===== src/rtl/player_input_pkg.sv =====
// player_input_pkg: shared event kind enum, sizing helpers and the default-size
// event record exchanged between player_input_hub and singleprocessor.
package player_input_pkg;

  typedef enum logic {
    EVT_PRESS   = 1'b0,
    EVT_RELEASE = 1'b1
  } evt_kind_e;

  localparam int unsigned CNT_W  = 8;
  localparam int unsigned DROP_W = 8;

  // Index width that never collapses to zero bits for a single channel.
  function automatic int unsigned idx_w(input int unsigned n);
    return (n > 1) ? $clog2(n) : 1;
  endfunction

  // Record layout at default sizing (2 players, 360x720 canvas); the hub
  // builds a width-matched local copy with the same field order.
  localparam int unsigned DEF_PW = 1;
  localparam int unsigned DEF_XW = 9;
  localparam int unsigned DEF_YW = 10;

  typedef struct packed {
    logic [DEF_PW-1:0] player;
    evt_kind_e         kind;
    logic [DEF_XW-1:0] x;
    logic [DEF_YW-1:0] y;
  } evt_rec_t;

endpackage


===== src/rtl/player_input_hub_if.sv =====
// player_input_hub_if: ready/valid event stream from the hub to its consumer.
interface player_input_hub_if #(
  parameter int unsigned PW = 1,
  parameter int unsigned XW = 9,
  parameter int unsigned YW = 10
);
  import player_input_pkg::*;

  logic          evt_valid;
  logic          evt_ready;
  logic [PW-1:0] evt_player;
  evt_kind_e     evt_kind;
  logic [XW-1:0] evt_x;
  logic [YW-1:0] evt_y;

  modport master (
    output evt_valid, evt_player, evt_kind, evt_x, evt_y,
    input  evt_ready
  );

  modport slave (
    input  evt_valid, evt_player, evt_kind, evt_x, evt_y,
    output evt_ready
  );

endinterface


===== src/rtl/event_fifo.sv =====
// event_fifo: first-word-fall-through FIFO of packed event records.
module event_fifo #(
  parameter int unsigned DEPTH = 8,
  parameter type         T     = logic [7:0]
) (
  input  logic clk_in,
  input  logic rst_in,
  input  logic i_push,
  input  T     i_wdata,
  input  logic i_pop,
  output T     o_rdata,
  output logic o_full,
  output logic o_empty
);

  localparam int unsigned AW = $clog2(DEPTH);

  T             r_mem [DEPTH];
  logic [AW:0]  r_wp;
  logic [AW:0]  r_rp;

  // Storage and pointers; storage is cleared so the head reads zero out of reset.
  always_ff @(posedge clk_in or negedge rst_in) begin
    if (!rst_in) begin
      r_wp <= '0;
      r_rp <= '0;
      for (int i = 0; i < int'(DEPTH); i++) begin
        r_mem[i] <= '0;
      end
    end else begin
      if (i_push) begin
        r_mem[r_wp[AW-1:0]] <= i_wdata;
        r_wp                <= r_wp + (AW+1)'(1);
      end
      if (i_pop) begin
        r_rp <= r_rp + (AW+1)'(1);
      end
    end
  end

  assign o_empty = (r_wp == r_rp);
  assign o_full  = (r_wp[AW] != r_rp[AW]) && (r_wp[AW-1:0] == r_rp[AW-1:0]);
  assign o_rdata = r_mem[r_rp[AW-1:0]];

endmodule


===== src/rtl/player_input_hub.sv =====
// player_input_hub: per-player cursor clamp, click debounce and press capture,
// serialised round-robin into one event FIFO.
// Optional feature: define RELEASE_EVENTS_EN to also emit release (kind=1) events.
module player_input_hub
  import player_input_pkg::*;
#(
  parameter  int unsigned NUM_PLAYERS   = 2,
  parameter  int unsigned CANVAS_WIDTH  = 360,
  parameter  int unsigned CANVAS_HEIGHT = 720,
  parameter  int unsigned HOLD_CYCLES   = 4,
  parameter  int unsigned FIFO_DEPTH    = 8,
  localparam int unsigned XW            = $clog2(CANVAS_WIDTH),
  localparam int unsigned YW            = $clog2(CANVAS_HEIGHT),
  localparam int unsigned PW            = idx_w(NUM_PLAYERS)
) (
  input  logic                      clk_in,
  input  logic                      rst_in,
  input  logic [NUM_PLAYERS*XW-1:0] mouse_x,
  input  logic [NUM_PLAYERS*YW-1:0] mouse_y,
  input  logic [NUM_PLAYERS-1:0]    click,
  output logic [NUM_PLAYERS*XW-1:0] cursor_x,
  output logic [NUM_PLAYERS*YW-1:0] cursor_y,
  output logic [NUM_PLAYERS-1:0]    held,
  output logic [DROP_W-1:0]         drop_count,
  player_input_hub_if.master        evt
);

  typedef struct packed {
    logic [PW-1:0] player;
    evt_kind_e     kind;
    logic [XW-1:0] x;
    logic [YW-1:0] y;
  } hub_rec_t;

  logic [NUM_PLAYERS-1:0]    r_click;
  logic [NUM_PLAYERS*XW-1:0] r_cx;
  logic [NUM_PLAYERS*YW-1:0] r_cy;
  logic [NUM_PLAYERS*XW-1:0] w_cx;
  logic [NUM_PLAYERS*YW-1:0] w_cy;
  logic [CNT_W-1:0]          r_cnt [NUM_PLAYERS];
  logic [NUM_PLAYERS-1:0]    r_held;
  logic [NUM_PLAYERS-1:0]    r_held_d;
  logic [NUM_PLAYERS-1:0]    w_rise;
  logic [NUM_PLAYERS-1:0]    w_evt;
  evt_kind_e                 w_kind [NUM_PLAYERS];
  logic [NUM_PLAYERS-1:0]    r_pend;
  evt_kind_e                 r_pkind [NUM_PLAYERS];
  logic [XW-1:0]             r_px [NUM_PLAYERS];
  logic [YW-1:0]             r_py [NUM_PLAYERS];
  logic [PW-1:0]             r_rr;
  logic [PW-1:0]             w_idx;
  logic [PW-1:0]             w_gnt;
  logic                      w_gnt_vld;
  logic [NUM_PLAYERS-1:0]    w_gnt_oh;
  logic                      w_ovr;
  logic                      w_full;
  logic                      w_empty;
  logic                      w_pop;
  logic                      w_push;
  logic                      w_full_drop;
  logic [DROP_W-1:0]         r_drop;
  hub_rec_t                  w_rec;
  hub_rec_t                  w_head;

  // Clamp raw coordinates to the canvas.
  always_comb begin
    w_cx = '0;
    w_cy = '0;
    for (int p = 0; p < int'(NUM_PLAYERS); p++) begin
      w_cx[p*XW +: XW] = (mouse_x[p*XW +: XW] > XW'(CANVAS_WIDTH - 1))
                         ? XW'(CANVAS_WIDTH - 1) : mouse_x[p*XW +: XW];
      w_cy[p*YW +: YW] = (mouse_y[p*YW +: YW] > YW'(CANVAS_HEIGHT - 1))
                         ? YW'(CANVAS_HEIGHT - 1) : mouse_y[p*YW +: YW];
    end
  end

  // Input register stage for clicks and clamped cursors.
  always_ff @(posedge clk_in or negedge rst_in) begin
    if (!rst_in) begin
      r_click <= '0;
      r_cx    <= '0;
      r_cy    <= '0;
    end else begin
      r_click <= click;
      r_cx    <= w_cx;
      r_cy    <= w_cy;
    end
  end

  // Debounce: held follows the registered click after HOLD_CYCLES of disagreement.
  always_ff @(posedge clk_in or negedge rst_in) begin
    if (!rst_in) begin
      r_held   <= '0;
      r_held_d <= '0;
      for (int p = 0; p < int'(NUM_PLAYERS); p++) begin
        r_cnt[p] <= '0;
      end
    end else begin
      r_held_d <= r_held;
      for (int p = 0; p < int'(NUM_PLAYERS); p++) begin
        if (r_click[p] == r_held[p]) begin
          r_cnt[p] <= '0;
        end else if (r_cnt[p] == CNT_W'(HOLD_CYCLES - 1)) begin
          r_held[p] <= ~r_held[p];
          r_cnt[p]  <= '0;
        end else begin
          r_cnt[p] <= r_cnt[p] + CNT_W'(1);
        end
      end
    end
  end

  // Edge detection on the debounced level.
  always_comb begin
    w_rise = r_held & ~r_held_d;
`ifdef RELEASE_EVENTS_EN
    w_evt  = w_rise | (~r_held & r_held_d);
    for (int p = 0; p < int'(NUM_PLAYERS); p++) begin
      w_kind[p] = w_rise[p] ? EVT_PRESS : EVT_RELEASE;
    end
`else
    w_evt  = w_rise;
    for (int p = 0; p < int'(NUM_PLAYERS); p++) begin
      w_kind[p] = EVT_PRESS;
    end
`endif
  end

  // Round-robin pick starting at the pointer.
  always_comb begin
    w_gnt_vld = 1'b0;
    w_gnt     = '0;
    w_gnt_oh  = '0;
    w_idx     = '0;
    for (int i = 0; i < int'(NUM_PLAYERS); i++) begin
      w_idx = PW'((int'(r_rr) + i) % int'(NUM_PLAYERS));
      if (!w_gnt_vld && r_pend[w_idx]) begin
        w_gnt_vld = 1'b1;
        w_gnt     = w_idx;
      end
    end
    if (w_gnt_vld) begin
      w_gnt_oh[w_gnt] = 1'b1;
    end
  end

  // Pending capture; a fresh event wins over a same-cycle grant clear.
  always_ff @(posedge clk_in or negedge rst_in) begin
    if (!rst_in) begin
      r_pend <= '0;
      r_rr   <= '0;
      for (int p = 0; p < int'(NUM_PLAYERS); p++) begin
        r_pkind[p] <= EVT_PRESS;
        r_px[p]    <= '0;
        r_py[p]    <= '0;
      end
    end else begin
      for (int p = 0; p < int'(NUM_PLAYERS); p++) begin
        if (w_evt[p]) begin
          r_pend[p]  <= 1'b1;
          r_pkind[p] <= w_kind[p];
          r_px[p]    <= r_cx[p*XW +: XW];
          r_py[p]    <= r_cy[p*YW +: YW];
        end else if (w_gnt_oh[p]) begin
          r_pend[p] <= 1'b0;
        end
      end
      if (w_gnt_vld) begin
        r_rr <= (w_gnt == PW'(NUM_PLAYERS - 1)) ? '0 : w_gnt + PW'(1);
      end
    end
  end

  // FIFO write/pop control and loss detection.
  always_comb begin
    w_rec.player = w_gnt;
    w_rec.kind   = r_pkind[w_gnt];
    w_rec.x      = r_px[w_gnt];
    w_rec.y      = r_py[w_gnt];
    w_pop        = ~w_empty & evt.evt_ready;
    w_push       = w_gnt_vld & (~w_full | w_pop);
    w_full_drop  = w_gnt_vld & w_full & ~w_pop;
    w_ovr        = |(w_evt & r_pend & ~w_gnt_oh);
  end

  // Saturating loss counter, at most one step per cycle.
  always_ff @(posedge clk_in or negedge rst_in) begin
    if (!rst_in) begin
      r_drop <= '0;
    end else if ((w_ovr || w_full_drop) && (r_drop != {DROP_W{1'b1}})) begin
      r_drop <= r_drop + DROP_W'(1);
    end
  end

  event_fifo #(
    .DEPTH (FIFO_DEPTH),
    .T     (hub_rec_t)
  ) u_fifo (
    .clk_in  (clk_in),
    .rst_in  (rst_in),
    .i_push  (w_push),
    .i_wdata (w_rec),
    .i_pop   (w_pop),
    .o_rdata (w_head),
    .o_full  (w_full),
    .o_empty (w_empty)
  );

  assign cursor_x       = r_cx;
  assign cursor_y       = r_cy;
  assign held           = r_held;
  assign drop_count     = r_drop;
  assign evt.evt_valid  = ~w_empty;
  assign evt.evt_player = w_head.player;
  assign evt.evt_kind   = w_head.kind;
  assign evt.evt_x      = w_head.x;
  assign evt.evt_y      = w_head.y;

endmodule

===== src/flat_wrapper.sv =====
// flat-port wrapper written by rule: the top's interface ports become plain ports
module player_input_hub_flat import player_input_pkg::*;
#(
  parameter  int unsigned NUM_PLAYERS   = 2,
  parameter  int unsigned CANVAS_WIDTH  = 360,
  parameter  int unsigned CANVAS_HEIGHT = 720,
  parameter  int unsigned HOLD_CYCLES   = 4,
  parameter  int unsigned FIFO_DEPTH    = 8,
  localparam int unsigned XW            = $clog2(CANVAS_WIDTH),
  localparam int unsigned YW            = $clog2(CANVAS_HEIGHT),
  localparam int unsigned PW            = idx_w(NUM_PLAYERS)
)
  (clk_in, rst_in, mouse_x, mouse_y, click, cursor_x, cursor_y, held, drop_count, evt_evt_valid, evt_evt_player, evt_evt_kind, evt_evt_x, evt_evt_y, evt_evt_ready);
  player_input_hub_if evt_i ();
  input  logic clk_in;
  input  logic rst_in;
  input  logic [NUM_PLAYERS*XW-1:0] mouse_x;
  input  logic [NUM_PLAYERS*YW-1:0] mouse_y;
  input  logic [NUM_PLAYERS-1:0] click;
  output logic [NUM_PLAYERS*XW-1:0] cursor_x;
  output logic [NUM_PLAYERS*YW-1:0] cursor_y;
  output logic [NUM_PLAYERS-1:0] held;
  output logic [DROP_W-1:0] drop_count;
  output wire logic [$bits(evt_i.evt_valid)-1:0] evt_evt_valid;
  output wire logic [$bits(evt_i.evt_player)-1:0] evt_evt_player;
  output wire logic [$bits(evt_i.evt_kind)-1:0] evt_evt_kind;
  output wire logic [$bits(evt_i.evt_x)-1:0] evt_evt_x;
  output wire logic [$bits(evt_i.evt_y)-1:0] evt_evt_y;
  input wire logic [$bits(evt_i.evt_ready)-1:0] evt_evt_ready;
  assign evt_evt_valid = evt_i.evt_valid;
  assign evt_evt_player = evt_i.evt_player;
  assign evt_evt_kind = evt_i.evt_kind;
  assign evt_evt_x = evt_i.evt_x;
  assign evt_evt_y = evt_i.evt_y;
  assign evt_i.evt_ready = evt_evt_ready;
  player_input_hub #(.NUM_PLAYERS(NUM_PLAYERS), .CANVAS_WIDTH(CANVAS_WIDTH), .CANVAS_HEIGHT(CANVAS_HEIGHT), .HOLD_CYCLES(HOLD_CYCLES), .FIFO_DEPTH(FIFO_DEPTH)) u_core (.clk_in(clk_in), .rst_in(rst_in), .mouse_x(mouse_x), .mouse_y(mouse_y), .click(click), .cursor_x(cursor_x), .cursor_y(cursor_y), .held(held), .drop_count(drop_count), .evt(evt_i));
endmodule

===== config.mk =====
export PLATFORM = sky130hd
export DESIGN_NAME = player_input_hub_flat
export DESIGN_NICKNAME = d
export VERILOG_FILES = /design/src/rtl/player_input_pkg.sv /design/src/rtl/player_input_hub_if.sv /design/src/rtl/event_fifo.sv /design/src/rtl/player_input_hub.sv /design/src/flat_wrapper.sv
export SDC_FILE = /design/constraint.sdc
export NUM_CORES = 1
export LEC_CHECK = 0
export CELL_PAD_IN_SITES_DETAIL_PLACEMENT = 1
export CELL_PAD_IN_SITES_GLOBAL_PLACEMENT = 1
export CORE_ASPECT_RATIO = 1.2
export CORE_MARGIN = 2
export CORE_UTILIZATION = 48
export DETAILED_ROUTE_END_ITERATION = 12
export PLACE_DENSITY = 0.83
export SLEW_MARGIN = 20
export SYNTH_ARGS = -nofsm -noshare
export SYNTH_HDL_FRONTEND = slang
export SYNTH_HIERARCHICAL = 1
export SYNTH_SLANG_ARGS = --single-unit

===== constraint.sdc =====
create_clock -name clk_in -period 3.47 [get_ports clk_in]
set_input_delay 0.694 -clock clk_in [delete_from_list [all_inputs] [get_ports clk_in]]
set_output_delay 0.694 -clock clk_in [all_outputs]
set_load 0.05 [all_outputs]

* Word level (Yosys, flattened, before mapping) *
Index checks and enable logic that the tools add are counted.

cells by class
  multipliers = 0
  multiplexer cells = 38
  bitwise logic cells = 20
  div/mod/pow operators = 0
  reductions and logical operators = 12
  order comparisons = 12
  equality and inequality tests = 8
  add/sub/neg operators = 7
  shift operators = 0

operators by type and width
  cell                                                                           count
  168-bit bitwise mux                                                            1
  21-bit binary-select mux with 3-bit select                                     1
  21-bit demux with 3-bit select                                                 1
  21-bit two-way mux                                                             3
  10-bit two-way mux                                                             5
  9-bit two-way mux                                                              5
  8-bit two-way mux                                                              4
  8-bit by 1-bit adder with 8-bit output (second input constant)                 3
  10-bit greater-than comparator (second input constant)                         2
  9-bit greater-than comparator (second input constant)                          2
  8-bit by 2-bit equality test with 1-bit output (second input constant)         2
  1-bit two-way mux                                                              16
  4-bit by 1-bit adder with 4-bit output (second input constant)                 2
  4-bit >= comparator (second input constant)                                    2
  8-bit inequality test (second input constant)                                  1
  3-bit NOT with 4-bit output                                                    2
  1-bit NOT                                                                      7
  2-bit AND                                                                      3
  1-bit by 2-bit less-than comparator with 1-bit output (second input constant)  3
  1-bit logical AND                                                              5
  1-bit AND                                                                      4
  4-bit equality test                                                            1
  4-bit by 1-bit less-than comparator with 1-bit output (second input constant)  1
  2-bit NOT                                                                      2
  other kinds (15)                                                               19

word-level totals
  bits in read-only memories = 0
  RAM bits = 0
  output and inout bits = 70
  latch bits = 0
  register bits = 285
  memories kept = 0
  word-level logic and storage cells = 147

* Longest topological paths before layout *
Gate-level depths: netlist of run 1.

  depth in word-level cells = 16
  depth in mapped cells = 13

* By module *
Netlist of run 1, hierarchy kept.

modules (own cells, without submodules)
  module            area an instance (um2)  cells an instance  times used
  event_fifo        8102.8                  514                1
  player_input_hub  4405.5                  322                1

* Least setup slack after synthesis of run 1 *
No wires, ideal clock.

  path type = register to register
  start = register u_core.u_fifo.r_rp[0]
  end = register u_core/u_fifo/r_mem[126] (netlist name)
  library setup time = 125 ps
  period minus slack after synthesis = 2545 ps
  required time = 3345 ps
  cell stages (with the launch flop) = 14
  arrival = 2421 ps
  slack = 925 ps
  cell sequence = dfrtp_1 -> buf_6 -> buf_12 -> buf_12 -> xnor2_1 -> nand3_1 -> nor2b_1 -> nand2b_1 -> a21oi_1 -> buf_4 -> nand2_1 -> nor3_1 -> buf_4 -> mux2_2

on the way
  longest elaborated chain between the ends = 5
  elaborated cells between the ends (all ways) = 8

ends and longest elaborated chain
  item                            line                     source
  start: declaration              event_fifo.sv:20         logic [AW:0] r_rp;
  start signal: assignment        event_fifo.sv:36         r_rp <= r_rp + (AW+1)'(1);
  4-bit equality test             event_fifo.sv:41         assign o_empty = (r_wp == r_rp);
  named net u_core.w_empty        player_input_hub.sv:57   logic w_empty;
  1-bit NOT                       player_input_hub.sv:180  w_pop = ~w_empty & evt.evt_ready;
  1-bit AND                       player_input_hub.sv:180
  1-bit bitwise OR                player_input_hub.sv:181  w_push = w_gnt_vld & (~w_full | w_pop);
  1-bit AND                       player_input_hub.sv:181
  named net u_core.w_push         player_input_hub.sv:59   logic w_push;
  end signal: indexed assignment  event_fifo.sv:32         r_mem[r_wp[AW-1:0]] <= i_wdata;
  end: declaration                event_fifo.sv:18         T r_mem [DEPTH];

The timed path passes the listed nets, and every way through them passes these cells.
A chain may end at the register's enable or synchronous reset.

* Worst setup path after layout of run 1 *
  start = register u_core.u_fifo.r_rp[0]
  end = output evt_evt_y[9]

on the way
  longest elaborated chain between the ends = 4

ends and longest elaborated chain
  item                                                    line                source
  3-bit NOT with 4-bit output (not written as such)       event_fifo.sv:43    assign o_rdata = r_mem[r_rp[AW-1:0]];
  21-bit binary-select mux with 3-bit select              event_fifo.sv:43
  21-bit two-way mux (not written as such) (2 in series)  event_fifo.sv:43
  end: declaration                                        flat_wrapper.sv:28  output wire logic [$bits(evt_i.evt_y)-1:0] evt_evt_y;

Every way passes these cells. The select of a mux whose other input is x is not followed.

==> results of run 1 <==
## layout make-up
class                           instances  area, µm²
Clock buffer                           42        805
Multi-Input combinational cell        509       5100
Fill cell                            2367      10400
Clock inverter                         10       57.6
Inverter                                4       15.0
Sequential cell                       285       7130
Timing Repair Buffer                  136       1580
Tap cell                              330        413
## worst paths after layout
path,from,end,slack (ns),depth (start not counted)
setup / recovery,u_core/u_fifo/r_rp[0]$_DFFE_PN0P_,evt_evt_y[9],0.37,5
hold / removal,rst_in,u_core/u_fifo/r_mem[148]$_DFFE_PN0P_,0.15,1
setup reg to reg,u_core/u_fifo/r_wp[1]$_DFFE_PN0P_,u_core/u_fifo/r_mem[118]$_DFFE_PN0P_,0.45,10
hold reg to reg,u_core/u_fifo/r_mem[167]$_DFFE_PN0P_,u_core/u_fifo/r_mem[167]$_DFFE_PN0P_,0.49,1
max in group asynchronous,rst_in,u_core/cursor_x[2]$_DFF_PN0_,2.40,2
min in group clk_in,u_core/u_fifo/r_mem[167]$_DFFE_PN0P_,u_core/u_fifo/r_mem[167]$_DFFE_PN0P_,0.49,1
## critical path, stage by stage (launching register included)
cell and delay [ns]:
sky130_fd_sc_hd__dfrtp_2 0.41, sky130_fd_sc_hd__buf_4 0.34, sky130_fd_sc_hd__mux4_1 0.63, sky130_fd_sc_hd__nand2b_1 0.11, sky130_fd_sc_hd__nand2_1 0.16, sky130_fd_sc_hd__buf_12 0.20
## per-layer routing
layer / vias up / GRT usage [%] / wire (µm)
met5: - / 0 / 0
met4: 0 / 6.62 / 741
met3: 49 / 3.31 / 962
met2: 142 / 41.0 / 16000
met1: 3965 / 29.8 / 12600
li1: 3237 / - / -
## cell usage in the layout (no fill, tap or decap), types with 6 or more instances in the layout
master and n:
sky130_fd_sc_hd__o21ai_0 6, sky130_fd_sc_hd__buf_4 20, sky130_fd_sc_hd__mux2_2 229, sky130_fd_sc_hd__clkdlybuf4s50_1 89, sky130_fd_sc_hd__nor2_1 16, sky130_fd_sc_hd__xor2_1 15
sky130_fd_sc_hd__nand3_1 12, sky130_fd_sc_hd__nand2_1 57, sky130_fd_sc_hd__xnor2_1 12, sky130_fd_sc_hd__and2_1 12, sky130_fd_sc_hd__conb_1 8, sky130_fd_sc_hd__dfrtp_1 284
sky130_fd_sc_hd__clkbuf_16 29, sky130_fd_sc_hd__clkinv_2 7, sky130_fd_sc_hd__mux4_1 13, sky130_fd_sc_hd__buf_12 26, sky130_fd_sc_hd__nand2b_1 45, sky130_fd_sc_hd__mux4_2 28
sky130_fd_sc_hd__clkbuf_1 10
## per-stage QoR
| step | hold slack [ns] | utilization [%] |
|---|---|---|
| finish | 0.152 | 59.1 |
| global route | 0.208 | 59.1 |
| CTS | 0.195 | 59.1 |
| detailed placement | 0.474 | 55.8 |
| global placement | 0.472 | 55.8 |
| floorplan | 0.398 | - |
## cells in the mapped netlist (all sizes together)
master,count,area share (%)
dfrtp,285,57
mux2,234,21
nand2,57,1.7
nand2b,46,2.4
mux4,42,8.0
buf,37,2.2
nor2,16,0.48
xor2,15,1.1
and2,12,0.60
nand3,12,0.48
xnor2,12,0.84
clkbuf,8,0.32
nor2b,7,0.35
o21ai,6,0.24
ha,5,0.50
a211oi,4,0.24
and3,4,0.20
inv,4,0.12
nor3b,4,0.36
o211a,4,0.32
nand4,3,0.15
nand4b,3,0.21
nor3,3,0.16
a21oi,2,0.080
a31o,2,0.14
nor4,2,0.10
a2111oi,1,0.22
a21boi,1,0.060
and3b,1,0.070
conb,1,0.030
nand3b,1,0.16
o211ai,1,0.17
or3,1,0.050
## state kept, by name, indices dropped and copies added (netlist names), 4 cells and up
name	cells
u_core/cursor_x	18
u_core/r_py	20
u_core/u_fifo/r_rp	4
u_core/drop_count	8
u_core/u_fifo/r_mem	168
u_core/cursor_y	20
u_core/u_fifo/r_wp	4
u_core/r_px	18
u_core/r_cnt	16
## report_power, final
group / switching [mW] / leakage (nW) / internal, mW
clock: 1.28 / 0.419 / 1.60
combinational: 3.86 / 2.66 / 3.76
sequential: 0.891 / 3.42 / 4.67
total: 6.02 / 6.50 / 10.0
## kinds of logic (layout without fill, tap and decap cells)
kind of cell    after synthesis  after routing  synth area share (%)
compound gates               21             21                  1.47
xor+xnor                     27             27                  1.89
fa+ha+maj                     5              5                 0.500
buf+inv                      49            192                  2.61
flops                       285            285                  57.0
mux                         276            276                  29.0
other cells                   1              8                0.0300
simple gates                172            172                  7.44
==> out/results.txt, run 1 <==
The number of antenna violations at the first check in global routing came out at 0. The initial utilization of the core area, before any placement, comes to 49.0%. Master cell of the clock root buffer: sky130_fd_sc_hd__clkbuf_16. The number of H-tree levels was 1. The run gives 0.365 ns as the post-layout worst setup margin. The tools report the number of vias in the routed layout as 7393.

For this design the static power due to leakage is 6.50 nW. Clock tree synthesis found a total of 285 sinks. The first detailed-routing pass ran for 4 iterations.

The post-route DRC violation count was 0; the slew at the pin closest to its max-slew limit was 0.997 ns. Summing every instance area after synthesis gives 0.0125 mm². After global routing the overflow that remains totals 0. Dividing total power by cell area gives a power density of 1060 mW/mm². Data on the critical path arrives at its endpoint at 2.41 ns. For the post-detailed-placement half-perimeter wirelength, the log shows 19.3 mm.

After clock tree synthesis, the flow added hold-fix buffers numbering 0. For this run, the total global-route usage over all layers was measured as 23.3%. The path class of the tightest hold or removal check is in -> async.

The run finished with clean final reports. After routing, the total negative slack on setup checks comes to 0 ns. The final-stage net count was 1012.

The netlist uses 43 different library cells. The worst pin sits at a relative slew slack of 32.9%. The floorplan step defined a die boundary enclosing 0.0274 mm².

The tools report the element type at the critical path end as a primary output. In this run the remaining antenna-violating nets after routing total 0. The cell count after synthesis was 836. Category of the most critical setup path: reg -> out. Entering global routing, the biggest net connects 94 pins. Timing would allow up to 322 MHz. Along the worst path, the maximum fanout reaches 17.

The clock reaches the later pin of the worst-skew pair after 0.55 ns. The post-route netlist has 36.6% of its cells at a drive strength greater than 1. For this block, the routed nets add up to 30.2 mm of wire. The die is 181 µm tall.

The mean area per synthesized cell is 15.0 µm². In this run the core area contains 64 standard-cell rows. The tools report the hold violation count in the final report as 0.

STA puts the critical path data required time at 2.78 ns. The run gives 0.0151 mm² as the cell area after layout. STA classifies the critical path startpoint as a register. For the final-report max-slew violation count, the log shows 0. The worst supply voltage drop on vdd is 0.631 mV. The floorplan step set the die width to 151 µm. Dividing the detail-routed via count by the number of cells gives 5.62.

The detailed router finished its first iteration with 309 violations. The number of global-route vias before repair is 8629. The number of I/O pins came out at 113.

Count of synthesis-stage warnings from yosys: 6. Setup violations remaining at the end of the flow were counted as 0. Post-CTS timing repair inserted 0 buffers for setup.

The run gives 57.0% as the part of the Yosys area used for sequential elements. At the end of routability-driven placement, the weighted congestion stood at 0.758. Setup repair after global routing left no endpoint under its margin. The layout-stage area growth over the synthesis result was 20.8%; the number of antenna cells inserted was 0. The area after detailed placement is 0.0142 mm². Number of max-cap violations: 0. The design draws 16.0 mW. The number of buffers created by CTS is 28, and the clock transition at the registers of the reported paths is 0.07 ns.

In this run, synthesis produced a sequential element count of 285. The first global-routing pass estimated 49.4 mm of wire. Counting tap cells, the placed design contains a total of 1264 instances. OpenSTA, run right after detailed placement, puts the worst setup slack at 0.566 ns. The floorplan step defined a core boundary enclosing 0.0255 mm². The final clock period utilization by the worst path is 89.5%. The port buffer count was 112. The final cell count without fillers is 1316, and the worst setup skew after layout is 0.0128 ns. Subtracting the final worst setup slack from the clock period gives 3.10 ns. After detailed routing, the average wire length per cell comes to 23.0 µm. The maximum clock path buffer count came out at 3. TritonCTS built the clock tree.

After clock tree synthesis, the repair step resized 0 gates.
(Power assumes the default switching activity.)
==> run 2: changes to the inputs <==
--- a/config.mk
+++ b/config.mk
@@ -5,6 +5,7 @@
 export SDC_FILE = /design/constraint.sdc
 export NUM_CORES = 1
 export LEC_CHECK = 0
+export CAP_MARGIN = 20
 export CELL_PAD_IN_SITES_DETAIL_PLACEMENT = 1
 export CELL_PAD_IN_SITES_GLOBAL_PLACEMENT = 1
 export CORE_ASPECT_RATIO = 1.2
@@ -12,7 +13,6 @@
 export CORE_UTILIZATION = 48
 export DETAILED_ROUTE_END_ITERATION = 12
 export PLACE_DENSITY = 0.83
-export SLEW_MARGIN = 20
 export SYNTH_ARGS = -nofsm -noshare
 export SYNTH_HDL_FRONTEND = slang
 export SYNTH_HIERARCHICAL = 1
==> results of run 2 <==
No change in the layout: final DEF, timing and power equal those of run 1.
